$ cat config.mk
export PLATFORM = sky130hd
export DESIGN_NAME = adc_clk_export
export DESIGN_NICKNAME = d
export VERILOG_FILES = /design/src/rtl/adc_clk_export_pkg.sv /design/src/rtl/adc_clk_export_sync.sv /design/src/rtl/adc_clk_export.sv
export SDC_FILE = /design/constraint.sdc
export NUM_CORES = 1
export LEC_CHECK = 0
export ABC_CLOCK_PERIOD_IN_PS = 15150
export BUFFER_PORTS_ARGS = -buffer_cell sky130_fd_sc_hd__buf_2
export CORE_ASPECT_RATIO = 0.5
export CORE_MARGIN = 8
export CORE_UTILIZATION = 30
export DETAILED_ROUTE_END_ITERATION = 8
export PLACE_DENSITY = 0.57
export REMOVE_ABC_BUFFERS = 1
export SLEW_MARGIN = 20
export SYNTH_ARGS = -nofsm -noshare
export SYNTH_HDL_FRONTEND = slang
export SYNTH_SLANG_ARGS = --single-unit
$ cat constraint.sdc
create_clock -name clk -period 15.15 [get_ports clk]
set_input_delay 3.03 -clock clk [delete_from_list [all_inputs] [get_ports clk]]
set_output_delay 3.03 -clock clk [all_outputs]
set_load 0.01 [all_outputs]
$ cat src/rtl/adc_clk_export_pkg.sv
// Shared types and the serial waveform generator for the ADC clock export path.
// Pure combinational helpers only; no state lives here.
package adc_clk_export_pkg;

    localparam int WORD_W_DEF   = 8;
    localparam int HALF_W_DEF   = 8;
    localparam int SYNC_CYC_DEF = 4;

    // Generator is sized for the widest supported build; callers slice what they need.
    localparam int MAX_WORD_W = 64;
    localparam int MAX_HALF_W = 32;

    typedef enum logic [1:0] {
        ST_IDLE  = 2'd0,
        ST_RUN   = 2'd1,
        ST_DRAIN = 2'd2
    } state_t;

    typedef struct packed {
        logic [MAX_WORD_W-1:0] word;
        logic                  level;
        logic [MAX_HALF_W-1:0] cnt;
    } wave_t;

    // In drain mode the word is cut to zero from the first falling transition onward,
    // so the exported clock can only finish low.
    function automatic wave_t wave_gen(input logic                  level,
                                       input logic [MAX_HALF_W-1:0] cnt,
                                       input logic [MAX_HALF_W-1:0] hp,
                                       input int                    nbits,
                                       input logic                  drain);
        wave_t                 w;
        logic                  lv;
        logic                  alive;
        logic [MAX_HALF_W-1:0] c;
        w     = '0;
        lv    = level;
        c     = cnt;
        alive = 1'b1;
        for (int i = 0; i < MAX_WORD_W; i++) begin
            if (i < nbits) begin
                alive     = alive & lv;
                w.word[i] = drain ? alive : lv;
                if (c == hp - 1'b1) begin
                    c  = '0;
                    lv = ~lv;
                end else begin
                    c = c + 1'b1;
                end
            end
        end
        w.level = lv;
        w.cnt   = c;
        return w;
    endfunction

endpackage

$ cat src/rtl/adc_clk_export_sync.sv
// ADC SYNC pulse generator: accepts a request only while running and idle, then holds
// o_sync high for SYNC_CYC cycles starting the next cycle; leaving RUN kills the pulse.
module adc_clk_export_sync #(
    parameter int SYNC_CYC = 4
) (
    input  logic i_clk,
    input  logic i_rst_n,
    input  logic i_req,
    input  logic i_in_run,
    input  logic i_stay_run,
    output logic o_sync
);

    localparam int CW = (SYNC_CYC > 1) ? $clog2(SYNC_CYC) : 1;

    logic [CW-1:0] r_rem;
    logic          r_sync;

    always_ff @(posedge i_clk or negedge i_rst_n) begin
        if (!i_rst_n) begin
            r_sync <= 1'b0;
            r_rem  <= '0;
        end else if (!i_stay_run) begin
            r_sync <= 1'b0;
            r_rem  <= '0;
        end else if (r_sync) begin
            if (r_rem == '0) begin
                r_sync <= 1'b0;
            end else begin
                r_rem <= r_rem - 1'b1;
            end
        end else if (i_req && i_in_run) begin
            r_sync <= 1'b1;
            r_rem  <= CW'(SYNC_CYC - 1);
        end
    end

    assign o_sync = r_sync;

endmodule

$ cat src/rtl/adc_clk_export.sv
// Programmable clock waveform exporter feeding a serializer, one word per cycle, 1-cycle
// latency from enable; no backpressure. Optional edge counter under ADC_CLK_EXPORT_CNT_EN.
module adc_clk_export
    import adc_clk_export_pkg::*;
#(
    parameter int WORD_W   = WORD_W_DEF,
    parameter int HALF_W   = HALF_W_DEF,
    parameter int SYNC_CYC = SYNC_CYC_DEF
) (
    input  logic              clk,
    input  logic              rst_n,
    input  logic              enable,
    input  logic [HALF_W-1:0] half_period,
    input  logic              sync_req,
    output logic [WORD_W-1:0] tx_word,
    output logic              tx_valid,
    output logic              running,
    output logic              sync_out,
    output logic [31:0]       edge_count
);

    state_t            r_state;
    state_t            w_state_nxt;
    logic              r_level;
    logic [HALF_W-1:0] r_cnt;
    logic [HALF_W-1:0] r_hp;
    logic [HALF_W-1:0] w_hp_in;
    wave_t             w_wave;
    logic [WORD_W-1:0] w_word_nxt;
    logic              w_valid_nxt;
    logic              w_run_nxt;
    logic              w_unused;

    assign w_hp_in = (half_period == '0) ? HALF_W'(1) : half_period;

    always_ff @(posedge clk or negedge rst_n) begin
        if (!rst_n) begin
            r_state <= ST_IDLE;
        end else begin
            r_state <= w_state_nxt;
        end
    end

    always_comb begin
        w_state_nxt = r_state;
        case (r_state)
            ST_IDLE:  if (enable)  w_state_nxt = ST_RUN;
            ST_RUN:   if (!enable) w_state_nxt = ST_DRAIN;
            ST_DRAIN: w_state_nxt = ST_IDLE;
            default:  w_state_nxt = ST_IDLE;
        endcase
    end

    assign w_wave = wave_gen(r_level, MAX_HALF_W'(r_cnt), MAX_HALF_W'(r_hp), WORD_W,
                             r_state == ST_DRAIN);

    assign w_unused = ^{w_wave.word[MAX_WORD_W-1:WORD_W], w_wave.cnt[MAX_HALF_W-1:HALF_W]};

    always_comb begin
        w_word_nxt  = '0;
        w_valid_nxt = 1'b0;
        w_run_nxt   = 1'b0;
        case (r_state)
            ST_RUN: begin
                w_word_nxt  = w_wave.word[WORD_W-1:0];
                w_valid_nxt = 1'b1;
                w_run_nxt   = 1'b1;
            end
            ST_DRAIN: begin
                w_word_nxt  = w_wave.word[WORD_W-1:0];
                w_valid_nxt = 1'b1;
            end
            default: ;
        endcase
    end

    // Phase (level, cnt) carries across words; hp is only re-latched on start.
    always_ff @(posedge clk or negedge rst_n) begin
        if (!rst_n) begin
            r_level <= 1'b1;
            r_cnt   <= '0;
            r_hp    <= HALF_W'(1);
        end else if (r_state == ST_IDLE) begin
            if (enable) begin
                r_hp    <= w_hp_in;
                r_level <= 1'b1;
                r_cnt   <= '0;
            end
        end else begin
            r_level <= w_wave.level;
            r_cnt   <= w_wave.cnt[HALF_W-1:0];
        end
    end

    always_ff @(posedge clk or negedge rst_n) begin
        if (!rst_n) begin
            tx_word  <= '0;
            tx_valid <= 1'b0;
            running  <= 1'b0;
        end else begin
            tx_word  <= w_word_nxt;
            tx_valid <= w_valid_nxt;
            running  <= w_run_nxt;
        end
    end

    adc_clk_export_sync #(
        .SYNC_CYC (SYNC_CYC)
    ) u_sync (
        .i_clk      (clk),
        .i_rst_n    (rst_n),
        .i_req      (sync_req),
        .i_in_run   (r_state == ST_RUN),
        .i_stay_run (w_state_nxt == ST_RUN),
        .o_sync     (sync_out)
    );

`ifdef ADC_CLK_EXPORT_CNT_EN
    logic        r_last;
    logic [31:0] r_edges;

    // Rising edges in a word, seeded with the last bit of the previous word.
    function automatic logic [31:0] count_rises(input logic [WORD_W-1:0] w, input logic prev);
        logic [31:0] n;
        logic        p;
        n = '0;
        p = prev;
        for (int i = 0; i < WORD_W; i++) begin
            if (w[i] && !p) n = n + 32'd1;
            p = w[i];
        end
        return n;
    endfunction

    always_ff @(posedge clk or negedge rst_n) begin
        if (!rst_n) begin
            r_last  <= 1'b0;
            r_edges <= '0;
        end else if (w_valid_nxt) begin
            r_edges <= r_edges + count_rises(w_word_nxt, r_last);
            r_last  <= w_word_nxt[WORD_W-1];
        end else begin
            r_last  <= 1'b0;
        end
    end

    assign edge_count = r_edges;
`else
    assign edge_count = '0;
`endif

endmodule

# == Yosys cells after proc, flatten, opt, wreduce, memory -nomap -nowiden ==
# Index checks and enable logic that the tools add are counted.
# op_classes
add_sub_neg,10
n_eq_ne,14
mux,42
n_bitwise,15
reduce_logical,7
# ops
cell,count
$eq A32 B32 Y1,7
$add A32 B1 Y32 const B,6
$mux W32,6
$mux W8,5
$eq A8 B32 Y1,1
$mux W1,23
$mux W2,6
$add A8 B1 Y9 const B,1
$mux W9,1
$sub A8 B1 Y9 const B,1
$add A8 B1 Y8 const B,1
$logic_not A8 Y1,1
$not A1 Y1,8
$and A1 B1 Y1,7
$ne A3 B3 Y1 const B,2
$eq A2 B1 Y1 const B,2
$logic_not A2 Y1,2
$pmux W2 S2,1
$reduce_and A2 Y1,2
$eq A2 B2 Y1 const B,1
$ne A2 B2 Y1 const B,1
$reduce_or A2 Y1,1
$sub A2 B1 Y2 const B,1
$logic_and A1 B1 Y1,1
# totals
register_bits,32
inputBits,12
out_inout_bits,43
elab_cells,97

# == Depth between registers and ports, before layout ==
# depth
ltp_word,18
mapped_depth,55
depth_no_buf,45

# == By module ==
# Synthesis repeated with hierarchy kept, for this count alone.
# hier_totals
hier_cells,787
hier_area_um2,5965.7
# by_module_without_submodules
module,instances,cells_per_inst,area_per_inst_um2,seq_area_each_um2
adc_clk_export,1,771,5795.6,728.2
adc_clk_export_sync,1,16,170.2,75.1

# == Worst setup path after synthesis ==
# Ideal clock, no wire load.
# synth_timing
path_type,register to register
from,register r_hp[0]
to,register r_cnt[1]
setup_ns,0.122
arrival_ns,10.597
slack_ns,4.432
path_stages_with_launch,51
path_buffers,9
synth_period_minus_slack_ns,10.718
cell_sequence,dfstp_2 > buf_6 > clkinv_1 > ha_1 > buf_2 > xor2_2 > o221ai_1 > or2_2 > buf_2 > nor2_8 > buf_1 > nor2_1 > ha_1 > clkbuf_1 > and2_1 > ha_1 > clkbuf_1 > nand3_1 > [15 not listed] > or3b_1 > clkbuf_1 > or3_1 > a211o_1 > nand3_1 > nand4bb_1 > nand2_1 > nor2_1 > ha_1 > inv_1 > nor3_1 > a31oi_1 > o21ai_1 > or4_1 > a211o_1 > a32oi_2 > nand2_1 > a32o_1
# synth_via
elab_chain_cells,18
word_cells_on_any_way,25
# synth_lines
item,line,source
start: declaration,adc_clk_export.sv:26,logic [HALF_W-1:0] r_hp;
start signal: assignment,adc_clk_export.sv:85,r_hp <= w_hp_in;
$sub A8 B1 Y9 *,adc_clk_export_pkg.sv:44,if (c == hp - 1'b1) begin
$eq A8 B32 Y1,adc_clk_export_pkg.sv:44,
$mux W9,adc_clk_export_pkg.sv:44,
$add A32 B1 Y32 or $eq A32 B32 Y1 (tied branches),"adc_clk_export_pkg.sv:48, adc_clk_export_pkg.sv:44",
$mux W32,adc_clk_export_pkg.sv:44,
$add A32 B1 Y32 or $eq A32 B32 Y1 (tied branches),"adc_clk_export_pkg.sv:48, adc_clk_export_pkg.sv:44",
$mux W32,adc_clk_export_pkg.sv:44,
$add A32 B1 Y32 or $eq A32 B32 Y1 (tied branches),"adc_clk_export_pkg.sv:48, adc_clk_export_pkg.sv:44",
[2 not listed],n/a,
$mux W32,adc_clk_export_pkg.sv:44,
$add A32 B1 Y32 or $eq A32 B32 Y1 (tied branches),"adc_clk_export_pkg.sv:48, adc_clk_export_pkg.sv:44",
$mux W32,adc_clk_export_pkg.sv:44,
$add A32 B1 Y32 or $eq A32 B32 Y1 (tied branches),"adc_clk_export_pkg.sv:48, adc_clk_export_pkg.sv:44",
$mux W32,adc_clk_export_pkg.sv:44,
$add A8 B1 Y8 or $eq A32 B32 Y1 (tied branches),"adc_clk_export_pkg.sv:48, adc_clk_export_pkg.sv:44",
$mux W8 *,adc_clk_export_pkg.sv:44,
$mux W8 *,adc_clk_export.sv:83,end else if (r_state == ST_IDLE) begin
end signal: assignment,adc_clk_export.sv:91,r_cnt <= w_wave.cnt[HALF_W-1:0];
end: declaration,adc_clk_export.sv:25,logic [HALF_W-1:0] r_cnt;
# Mark *: on every way between the ends. The rest lies on a longest branch, timed or not.
# A chain may end at the register's enable or synchronous reset.

# == Final worst setup path ==
# layout_timing
from,register r_hp[0]
to,register r_cnt[7]
# Same word-level chain as after synthesis.

==> flow_metrics.tcl <==
set metrics [dict create \
    status "completed" \
    syn-instance-count 863 \
    cts_buffer_depth 2 \
    finalHoldViolations 0 \
    r2r_setup_slack_ns 0.83 \
    synth_area_per_cell_um2 7.47 \
    maxCapViolCount 0 \
    fp-row-count 38 \
    post_drt_via_cell_ratio 6.19 \
    htreeDepth 2 \
    drt.antenna.violating_nets 0 \
    post_drt_wl_per_cell_um 20.3 \
    die_h_um 120 \
    initial_utilization_pct 30.1 \
    min_path_type "reg -> reg" \
    netlist-cell-type-count 115 \
    clock-sinks 32 \
    path_class "reg -> reg" \
    path_clk_slew_ns 0.05 \
    fp.dieW_um 223 \
    die_area_um2 26700 \
    tightest_slew_ns 0.975 \
    ys_seq_area_share_pct 12.5 \
    drc_errors 0 \
    layout_commonest_cell "nand2_1" \
    detail_route.wirelength_um 22900 \
    end_kind "flop" \
    critPathSlowestCell "ha_1" \
    fin_worst_skew_ns 0.00489 \
    syn2layout_area_growth_pct 4.76 \
    grt-ovfl-total 0 \
    min_delay_path_depth 2 \
    layout.nets 873 \
    synth-main-ff-cell "dfrtp_1" \
    finalCritPeriodShare_pct 94.5 \
    synth_async_sr_flop_share_pct 100 \
    io_pins 55 \
    track_usage_pct 16.3 \
    layout_common_cells "nand2_1, nor2_1, xnor2_1, a21oi_1, conb_1" \
    cts_tree "done" \
    numPortBuffers 22 \
    num-fill-cells 2322 \
    tns_ns 0 \
    postCtsSetupBuffers 0 \
    cts_resized 0 \
    clk_latency_ns 0.28 \
    worstSetupStartpointType "flop" \
    drive_gt1_share_pct 13.3 \
    synth_top_area_share_pct 11.6 \
    crit_path_max_incr_delay_ns 0.90 \
    path_common_cell "ha_1" \
    whs_endpoint "r_level" \
    dp_hpwl_um 17500 \
    cp_max_fo 19 \
    relSlewSlack_pct 34.7 \
    vias 6982 \
    yosysWarningCount 0 \
    synth_area_leaders "dfrtp_1, xnor2_1, nand2_1" \
    cts_buffers 5 \
    min_from "r_level" \
    clock-root-buffer "clkbuf_16" \
    grt_antenna_before_repair 0 \
    worstPathRequired_ns 15.30 \
    fin_crit_ns 14.32 \
    r2r-end "r_cnt[7]" \
    rr_startpoint "r_hp[0]" \
    drt_iter0_markers 907 \
    synth-edff-count 0 \
    grt_pass1_wl_um 36100 \
    setup_viol 0 \
    clock.fmax_ghz 0.0698 \
    routabilityCongestion 0.975 \
    cts_hold_buf 0 \
    synth_area_um2 6450 \
    rsz0062_at_grt "false" \
    synth_area_leader_cell "dfrtp_1" \
    antenna_cells 0 \
    grt_max_degree 33 \
    first_pass_iters 5 \
    grt_pass1_vias 6642 \
    reg2reg_depth 43 \
    ys_ff_latch 32 \
    core_um2 21400 \
    arrival_ns 14.47 \
    slew_viol_final 0 \
]
==> cell families after synthesis <==
group / synth area share, %
adders and majority gates: 2.72
muxes: 3.18
other: 0.0582
AOI/OAI and AO/OA: 30.7
xor gates and xnor gates: 10.7
and+or+nand+nor: 30.5
DFF: 12.5
buffers and inverters: 9.70
==> per-layer routing <==
layer	vias to the layer above	global-route usage (%)	wire, um
met2	418	26.9	10200
li1	3165	-	-
met1	3336	22.3	10000
met4	0	5.24	648
met5	-	0	0
met3	63	1.58	2070
==> critical path, delay by kind of cell, from the launching register on <==
| family | cells | cell delay (ns) |
|---|---|---|
| mux | 2 | 0.78 |
| simple gates | 13 | 3.91 |
| compound gates | 17 | 4.96 |
| flops | 1 | 0.67 |
| xor+xnor | 3 | 0.49 |
| fa+ha+maj | 4 | 2.31 |
| buf+inv | 4 | 0.98 |
==> per-stage QoR <==
stage                     setup WS (ns)  instances  hold slack (ns)  cell area (um2)  util (%)
after floorplan                    4.28        807            0.463             6050         -
after detailed placement           1.13       1120            0.513             6590      30.8
final                             0.826       1128            0.518             6750      31.6
after global placement             1.36       1120            0.526             6590      30.8
after CTS                          1.10       1128            0.522             6750      31.6
after global routing             0.0772       1128            0.541             6750      31.6
==> worst max-delay path by stage <==
stage,startpoint,endpoint,slack (ns),cells past startpoint
global route,r_hp[0],r_cnt[7],0.08,43
floorplan,r_hp[0],r_cnt[3],4.28,43
detailed placement,r_hp[0],r_cnt[3],1.13,43
global placement,r_hp[0],r_cnt[4],1.36,43
finish,r_hp[0],r_cnt[7],0.83,43
CTS,r_hp[0],r_cnt[7],1.10,43
==> sequential cells by signal (all words and copies together), names as in the netlist <==
name           cells
r_cnt              8
r_hp               8
r_level            1
r_state            2
running            1
tx_valid           1
tx_word            8
u_sync.o_sync      1
u_sync.r_rem       2
==> final cells by class <==
| cell class | instances | area, um2 | share of cell area, % |
|---|---|---|---|
| Sequential cell | 32 | 803 | 11.9 |
| Clock inverter | 2 | 35.0 | 0.519 |
| Clock buffer | 6 | 129 | 1.91 |
| Multi-Input combinational cell | 746 | 5130 | 76.0 |
| Tap cell | 280 | 350 | 5.19 |
| Inverter | 29 | 109 | 1.61 |
| Timing Repair Buffer | 33 | 193 | 2.85 |
==> cell usage after synthesis, drive strengths merged (11+ instances only) <==
cell,n
buf,56
and2,22
a21oi,44
nand2b,12
mux2,12
or2,11
xnor2,45
inv,28
nand3,29
dfrtp,30
nand2,77
o31ai,12
o211ai,13
xor2,17
nor2,74
o21ai,36
or3,12
ha,14
nor4,14
a211oi,13
nor3,33
clkbuf,31
nand4,17
a31oi,16
and3,16
Power is left out: the tool's default activity adds up to more than one toggle a clock period on the data nets, which glitch-free logic cannot reach.
